[src/rtl/guess_game_core.sv]
// Game-control core for the number-guessing game: digit entry, guess/hint compare,
// per-round countdown and round/guess bookkeeping in one FSM over N BCD digits.
module guess_game_core #(
   parameter int NUM_DIGITS    = 3,
   parameter int MAX_ROUNDS    = 3,
   parameter int MAX_GUESSES   = 5,
   parameter int TICKS_PER_SEC = 50000000,
   parameter int SEC_PER_DIGIT = 20
) (
   input  logic                    clk,
   input  logic                    rst,
   input  logic                    start,
   input  logic [1:0]              difficulty,
   input  logic [NUM_DIGITS-1:0]   digit_inc,
   input  logic                    confirm,
   input  logic [4*NUM_DIGITS-1:0] target,
   input  logic                    target_valid,
   output logic                    target_req,
   output logic [4*NUM_DIGITS-1:0] entry,
   output logic [2:0]              active_digits,
   output logic [1:0]              hint,
   output logic [3:0]              guesses_left,
   output logic [2:0]              round,
   output logic [7:0]              time_left,
   output logic [1:0]              status
);

   localparam int DW = 4 * NUM_DIGITS;
   localparam int PW = (TICKS_PER_SEC > 1) ? $clog2(TICKS_PER_SEC) : 1;
   localparam logic [PW-1:0] TMAX = PW'(TICKS_PER_SEC - 1);

   typedef enum logic [2:0] {
      S_IDLE, S_LOAD, S_PLAY, S_CHECK, S_RDONE, S_WIN, S_LOSE
   } state_t;

   state_t          state_q, state_d;
   logic [2:0]      act_q, act_d, round_q, round_d;
   logic [3:0]      guesses_q, guesses_d;
   logic [7:0]      time_q, time_d;
   logic [PW-1:0]   presc_q, presc_d;
   logic [1:0]      hint_q, hint_d;
   logic [DW-1:0]   entry_q, entry_d, guess_q, guess_d, target_q, target_d;
   logic            treq_q, treq_d;

   logic [DW-1:0]   act_mask, entry_inc;
   logic [2:0]      act_start;
   logic            tick;

   function automatic logic [3:0] bcd_inc(input logic [3:0] d);
      return (d >= 4'd9) ? 4'd0 : d + 4'd1;
   endfunction

   // Per-digit increment and active-digit mask; inactive digits never move.
   always_comb begin
      act_mask  = '0;
      entry_inc = entry_q;
      for (int i = 0; i < NUM_DIGITS; i++) begin
         if (3'(i) < act_q) begin
            act_mask[4*i +: 4] = 4'hF;
            if (digit_inc[i]) entry_inc[4*i +: 4] = bcd_inc(entry_q[4*i +: 4]);
         end
      end
   end

   always_comb begin
      act_start = {1'b0, difficulty};
      if (difficulty == 2'd0)                   act_start = 3'd1;
      else if ({1'b0, difficulty} > 3'(NUM_DIGITS)) act_start = 3'(NUM_DIGITS);
   end

   assign tick = (presc_q == TMAX);

   always_comb begin
      state_d   = state_q;
      act_d     = act_q;
      round_d   = round_q;
      guesses_d = guesses_q;
      time_d    = time_q;
      presc_d   = presc_q;
      hint_d    = hint_q;
      entry_d   = entry_q;
      guess_d   = guess_q;
      target_d  = target_q;
      treq_d    = 1'b0;
      case (state_q)
         S_IDLE, S_WIN, S_LOSE: begin
            if (start) begin
               act_d   = act_start;
               round_d = 3'd1;
               hint_d  = 2'b00;
               treq_d  = 1'b1;
               state_d = S_LOAD;
            end
         end
         S_LOAD: begin
            if (target_valid) begin
               target_d  = target & act_mask;
               entry_d   = '0;
               guesses_d = 4'(MAX_GUESSES);
               time_d    = 8'(SEC_PER_DIGIT * int'(act_q));
               presc_d   = '0;
               hint_d    = 2'b00;
               state_d   = S_PLAY;
            end
         end
         S_PLAY: begin
            presc_d = tick ? '0 : presc_q + 1'b1;
            if (tick) time_d = (time_q == 8'd0) ? 8'd0 : time_q - 8'd1;
            // Expiry takes priority over a confirm landing on the same edge.
            if (tick && time_q <= 8'd1) begin
               hint_d  = 2'b00;
               state_d = S_LOSE;
            end else if (confirm) begin
               guess_d = entry_q;
               state_d = S_CHECK;
            end else begin
               entry_d = entry_inc;
            end
         end
         S_CHECK: begin
            if ((guess_q & act_mask) == target_q) begin
               hint_d  = 2'b11;
               state_d = S_RDONE;
            end else begin
               hint_d    = ((guess_q & act_mask) < target_q) ? 2'b01 : 2'b10;
               guesses_d = (guesses_q == 4'd0) ? 4'd0 : guesses_q - 4'd1;
               state_d   = (guesses_q <= 4'd1) ? S_LOSE : S_PLAY;
            end
         end
         S_RDONE: begin
            if (round_q >= 3'(MAX_ROUNDS)) begin
               state_d = S_WIN;
            end else begin
               round_d = round_q + 3'd1;
               treq_d  = 1'b1;
               state_d = S_LOAD;
            end
         end
         default: state_d = S_IDLE;
      endcase
   end

   always_ff @(posedge clk) begin
      if (rst) begin
         state_q   <= S_IDLE;
         act_q     <= '0;
         round_q   <= '0;
         guesses_q <= '0;
         time_q    <= '0;
         presc_q   <= '0;
         hint_q    <= '0;
         entry_q   <= '0;
         guess_q   <= '0;
         target_q  <= '0;
         treq_q    <= 1'b0;
      end else begin
         state_q   <= state_d;
         act_q     <= act_d;
         round_q   <= round_d;
         guesses_q <= guesses_d;
         time_q    <= time_d;
         presc_q   <= presc_d;
         hint_q    <= hint_d;
         entry_q   <= entry_d;
         guess_q   <= guess_d;
         target_q  <= target_d;
         treq_q    <= treq_d;
      end
   end

   always_comb begin
      case (state_q)
         S_IDLE:  status = 2'b00;
         S_WIN:   status = 2'b10;
         S_LOSE:  status = 2'b11;
         default: status = 2'b01;
      endcase
   end

   assign target_req    = treq_q;
   assign entry         = entry_q;
   assign active_digits = act_q;
   assign hint          = hint_q;
   assign guesses_left  = guesses_q;
   assign round         = round_q;
   assign time_left     = time_q;

endmodule

[config.mk]
export PLATFORM = sky130hd
export DESIGN_NAME = guess_game_core
export DESIGN_NICKNAME = d
export VERILOG_FILES = /design/src/rtl/guess_game_core.sv
export SDC_FILE = /design/constraint.sdc
export NUM_CORES = 1
export LEC_CHECK = 0
export ABC_AREA = 0
export CORE_AREA = 8 8 112 114
export CTS_BUF_LIST = sky130_fd_sc_hd__clkbuf_8
export CTS_CLUSTER_SIZE = 20
export DETAILED_ROUTE_END_ITERATION = 10
export DIE_AREA = 0 0 120 122
export PLACE_DENSITY = 0.7
export SYNTH_ARGS = -nofsm -noshare
export SYNTH_HDL_FRONTEND = slang
export SYNTH_SLANG_ARGS = --single-unit
export TNS_END_PERCENT = 10
[constraint.sdc]
create_clock -name clk -period 2.3 [get_ports clk]
set_clock_uncertainty 0.15 [all_clocks]
set_input_delay 0.575 -clock clk [delete_from_list [all_inputs] [get_ports clk]]
set_output_delay 0.575 -clock clk [all_outputs]
set_load 0.01 [all_outputs]
=== Word-level counts from Yosys, hierarchy flattened ===
Index checks and enable logic that the tools add are counted.

* Register bits after elaboration: 86
* Input bits: 22
* Output and inout port bits: 35
* Logic and storage cells: 127

* Add/subtract/negate cells: 7
* Multiply operators: 1
* $lt $le $gt $ge: 10
* Equal/unequal tests: 23
* Multiplexer cells: 48
* Bitwise logic cells: 3
* Reductions and logical operators: 22

{| class="wikitable"
|+ Operators by type and width
! kind !! number
|-
| two-way mux 4 bit || 15
|-
| two-way mux 26 bit || 2
|-
| case mux 26 bit (2 select lines) || 1
|-
| two-way mux 12 bit || 3
|-
| inequality test 2 bit, second input constant || 14
|-
| adder 26 x 1 -> 26 bit, second input constant || 1
|-
| == test 26 bit, second input constant || 1
|-
| AND 12 bit || 2
|-
| two-way mux 3 bit || 8
|-
| two-way mux 8 bit || 3
|-
| case mux 12 bit (2 select lines) || 1
|-
| AND reduction 6 bit || 3
|-
| case mux 8 bit (2 select lines) || 1
|-
| case mux 3 bit (5 select lines) || 1
|-
| AND reduction 3 bit || 5
|-
| adder 4 x 1 -> 4 bit, second input constant || 3
|-
| == test 12 bit || 1
|-
| >= comparator 4 bit, second input constant || 3
|-
| < comparator 12 bit || 1
|-
| two-way mux 2 bit || 6
|-
| == test 3 bit, second input constant || 3
|-
| less-or-equal comparator 8 x 1 -> 1 bit, second input constant || 1
|-
| logical NOT 8 bit || 1
|-
| case mux 2 bit (4 select lines) || 1
|-
| other kinds (26) || 33
|}

=== Depth between registers and ports, before layout ===
* Word-level depth: 7
* Gate-level depth with buffers: 10
* Gate-level depth less buffers: 9

=== Worst setup path before layout ===
Ideal clock, no wire load.

* Path type: register -> register
* From: register presc_q[0]
* To: register entry_q[1] (netlist: entry[1])
* Setup time: 0.065 ns
* Arrival time: 2.389 ns
* Setup slack: -0.304 ns
* Stages on the path, launching flop included: 8
* Path buffers: 0
* Period minus slack after synthesis: 2.604 ns
* Cell sequence: dfxtp_1 > ha_1 > nand4_1 > or4_4 > or4_4 > o211ai_2 > mux2_2 > nor2_1

* Longest elaborated chain between the ends: 4

{| class="wikitable"
|+ RTL lines
! what !! line !! text
|-
| from (decl) || 40 || <nowiki>logic [PW-1:0] presc_q, presc_d;</nowiki>
|-
| from (signal assigned) || 162 || <nowiki>presc_q <= presc_d;</nowiki>
|-
| == test 26 bit || 71 || <nowiki>assign tick = (presc_q == TMAX);</nowiki>
|-
| logical AND 1 bit || 110 || <nowiki>if (tick && time_q <= 8'd1) begin</nowiki>
|-
| inequality test 2 bit (no source line) || - ||
|-
| AND reduction 6 bit (no source line) || - ||
|-
| to (signal assigned) || 164 || <nowiki>entry_q <= entry_d;</nowiki>
|-
| to (decl) || 42 || <nowiki>logic [DW-1:0] entry_q, entry_d, guess_q, guess_d, target_q, target_d;</nowiki>
|}

No other way between the ends.
A chain may end at the register's enable or synchronous reset.

=== Worst setup path after layout ===
* From: register presc_q[10]
* To: register entry_q[2] (netlist: entry[2])

The elaborated chain is that of the path after synthesis.

==> qor.yml <==
status: "complete, but fails checks"
violations: "negative setup slack"
slew_viol_final: 0
cts-root-buf: "clkbuf_8"
min_period_ns: 2.577
syn_nets: 641
period_share_pct: 112.0
synth_edf_count: 0
worst_pin_slew_ns: 0.7104
total_power_w: 0.003559
grt_max_degree: 26
coreArea_sq_mm: 0.01070
dp_hpwl_microns: 10050
synth_top_area_cell: "dfxtp_1"
ys_ff_latch: 85
place_congestion: 0.8423
synthCells: 592
path_class: "reg2reg"
initialDrtViolationCount: 269
peakVddDrop_mv: 0.3962
drt-pass1-iter-count: 5
ys.warnings.count: 0
routed_wl_microns: 13360
async_flop_share_pct: 0
yosys-top-cells-area: "dfxtp_1, a21oi_1, ha_1, nor2_1, nand2_1"
dp_slack_ns: -0.3112
syn2layout_area_growth_pct: 36.63
worstSkewPairLatency_ns: 0.37
ios: 57
io_buffer_count: 55
final_core_util_pct: 60.02
cpPeakStageDelay_ns: 0.53
die_area_sq_mm: 0.01464
grt_pass1_vias: 4734
reg2reg_slack_ns: -0.28
cpMaxStageDelayCell: "or4_4"
wl_per_cell_microns: 15.56
drv_cap: 0
synthDistinctLibCells: 57
netlist_area_sq_mm: 0.004700
crit_path_start_kind: "register"
cts_max_path_buffers: 2
grt_pass1_wl_microns: 22120
ys_seq_area_share_pct: 36.21
gr-usage-all-layers_pct: 18.21
crit_family: "simple AND/OR/NAND/NOR gates"
via_count: 4745
postCtsSetupRepairBufs: 0
netlist.area_leader.share_pct: 36.21
nets: 763
arrival_ns: 2.73
cp_num_buf_inv: 1
syn_area_per_cell_sq_um: 7.938
cp_common_cell: "or4_4"
worstPathRequired_ns: 2.45
cts_made_buffers: 9
slew-limit-headroom_pct: 52.32
htreeDepth: 3
antenna_cells: 0
clk_pin_slew_ns: 0.09
setup_slack_ns: -0.2771
p_per_area_mw_per_mm2: 554.3
hold_viol: 0
hold_class: "reg2reg"
setup_viol: 59
grt_antenna_before_repair: 0
die_w_microns: 120
vias_per_cell: 5.524
hold_ws_ns: 0.3128
grt.overflow.total: 0
endpoint_kind: "register"
cts.sinks: 85
rsz0062_at_grt: "yes"
fillers: 911
drive_gt1_share_pct: 21.28
ant_nets: 0
initial_utilization_pct: 43.93
worst-path-max-fanout: 3
die_y_microns: 122
cts_tree: "built"
synth_ff_type: "dfxtp_1"
fp-row-count: 38
p_leak_nw: 2.439
worstPathCellList: "or4bb_1 -> or4_4 -> or4_4 -> o211ai_2 -> buf_4 -> o21ai_0 -> a21oi_1"
route.detailed.drc: 0
fmax_mhz: 388.0
-- synthesized netlist by cell type, drive strengths merged (3+ instances only) --
master,n
dfxtp,85
a21oi,74
nor2,63
nand2,52
clkbuf,27
ha,27
nand3,26
inv,25
o21ai,25
nor3,21
mux2i,16
and2,15
nand4,15
nand2b,13
nand3b,9
and3,8
a311oi,7
a31oi,6
a211oi,5
nor4,5
o211a,5
or2,5
or3,5
or4,5
nand4b,4
nor2b,4
o211ai,4
a41oi,3
buf,3
o21a,3
o22ai,3
o31ai,3
-- layer usage --
metal,global-route usage [%],part of all wire (%)
met1,20.27,43
met5,0,0
met3,3.980,4.4
met4,6.792,2.0
met2,33.39,51
-- per-stage QoR --
step | cell area [sq um] | cells | TNS (ns)
floorplan | 4710 | 592 | -5.412
global placement | 6012 | 843 | -7.502
detailed placement | 6012 | 843 | -9.696
CTS | 6324 | 859 | -7.983
global route | 6421 | 859 | -12.99
finish | 6421 | 859 | -7.706
-- area by class of cell --
type                    count  area, sq um  area share (%)
clock buffers               9        123.9           1.929
clock inverters             7        91.34           1.422
inverters                  25        93.84           1.461
multi-input cells         452         2958           46.06
flip-flops and latches     85         1713           26.68
well taps                 140        175.2           2.728
repair buffers            141         1266           19.72
-- placed cells by master (no fill, tap or decap), types with 4 or more instances in the layout --
cell type	instances
a211oi_1	5
a21oi_1	68
a21oi_2	6
a311oi_1	7
a31oi_1	4
and2_1	15
and3_1	7
buf_12	4
buf_4	75
buf_6	7
clkbuf_8	9
clkdlybuf4s50_1	52
dfxtp_1	78
dfxtp_2	6
ha_1	24
inv_1	26
mux2i_1	16
nand2_1	51
nand2b_1	9
nand2b_4	4
nand3_1	26
nand3b_1	9
nand4_1	15
nand4b_1	4
nor2_1	62
nor2b_1	4
nor3_1	18
o211a_1	5
o21ai_0	14
o21ai_1	8
or2_2	4
or3_1	4
-- logic make-up (layout without fill, tap and decap cells) --
kind of cell               after synthesis  after routing  share of synthesized area [%]
muxes                                   17             17                          3.647
buffers and inverters                   55            182                          4.526
AOI/OAI and AO/OA                      150            150                          19.68
xor gates and xnor gates                 1              1                         0.1864
DFF                                     85             85                          36.21
and+or+nand+nor                        256            256                          28.49
adders and majority gates               27             27                          7.188
other                                    1              1                        0.07980
-- worst min-delay path: cells and delay by family (launching register included) --
| family | cells | cell delay (ns) |
|---|---|---|
| AOI/OAI and AO/OA | 1 | 0.05 |
| DFF | 1 | 0.32 |
| and+or+nand+nor | 1 | 0.05 |
-- flip-flops by register name (all words and copies together), names as in the netlist --
| signal | cells |
|---|---|
| active_digits | 2 |
| target_req | 1 |
| guesses_left | 4 |
| target_q | 12 |
| hint | 2 |
| round | 3 |
| entry | 12 |
| presc_q | 26 |
| time_left | 8 |
| guess_q | 12 |
| state_q | 3 |
-- where the power goes --
group	internal, W	switching, W	total [W]
clock network	0.000605	0.000553	0.00116
registers	0.00151	0.0000333	0.00154
logic	0.000389	0.000471	0.000860
total	0.00250	0.00106	0.00356
-- repair_timing --
action | CTS | global route
pin swaps | 5 | 8
setup endpoints to repair | 64 | 66
gates cloned | 0 | 0
gates resized for setup | 30 | 23
hold buffers | 0 | 0
-- worst paths after layout --
path / from / cells after the start / to
setup / recovery: presc_q[10] / 7 / entry[2]
hold / removal: target_q[4] / 2 / target_q[4]
setup reg to reg: presc_q[10] / 7 / entry[2]
hold reg to reg: target_q[4] / 2 / target_q[4]
(Power assumes the default switching activity.)
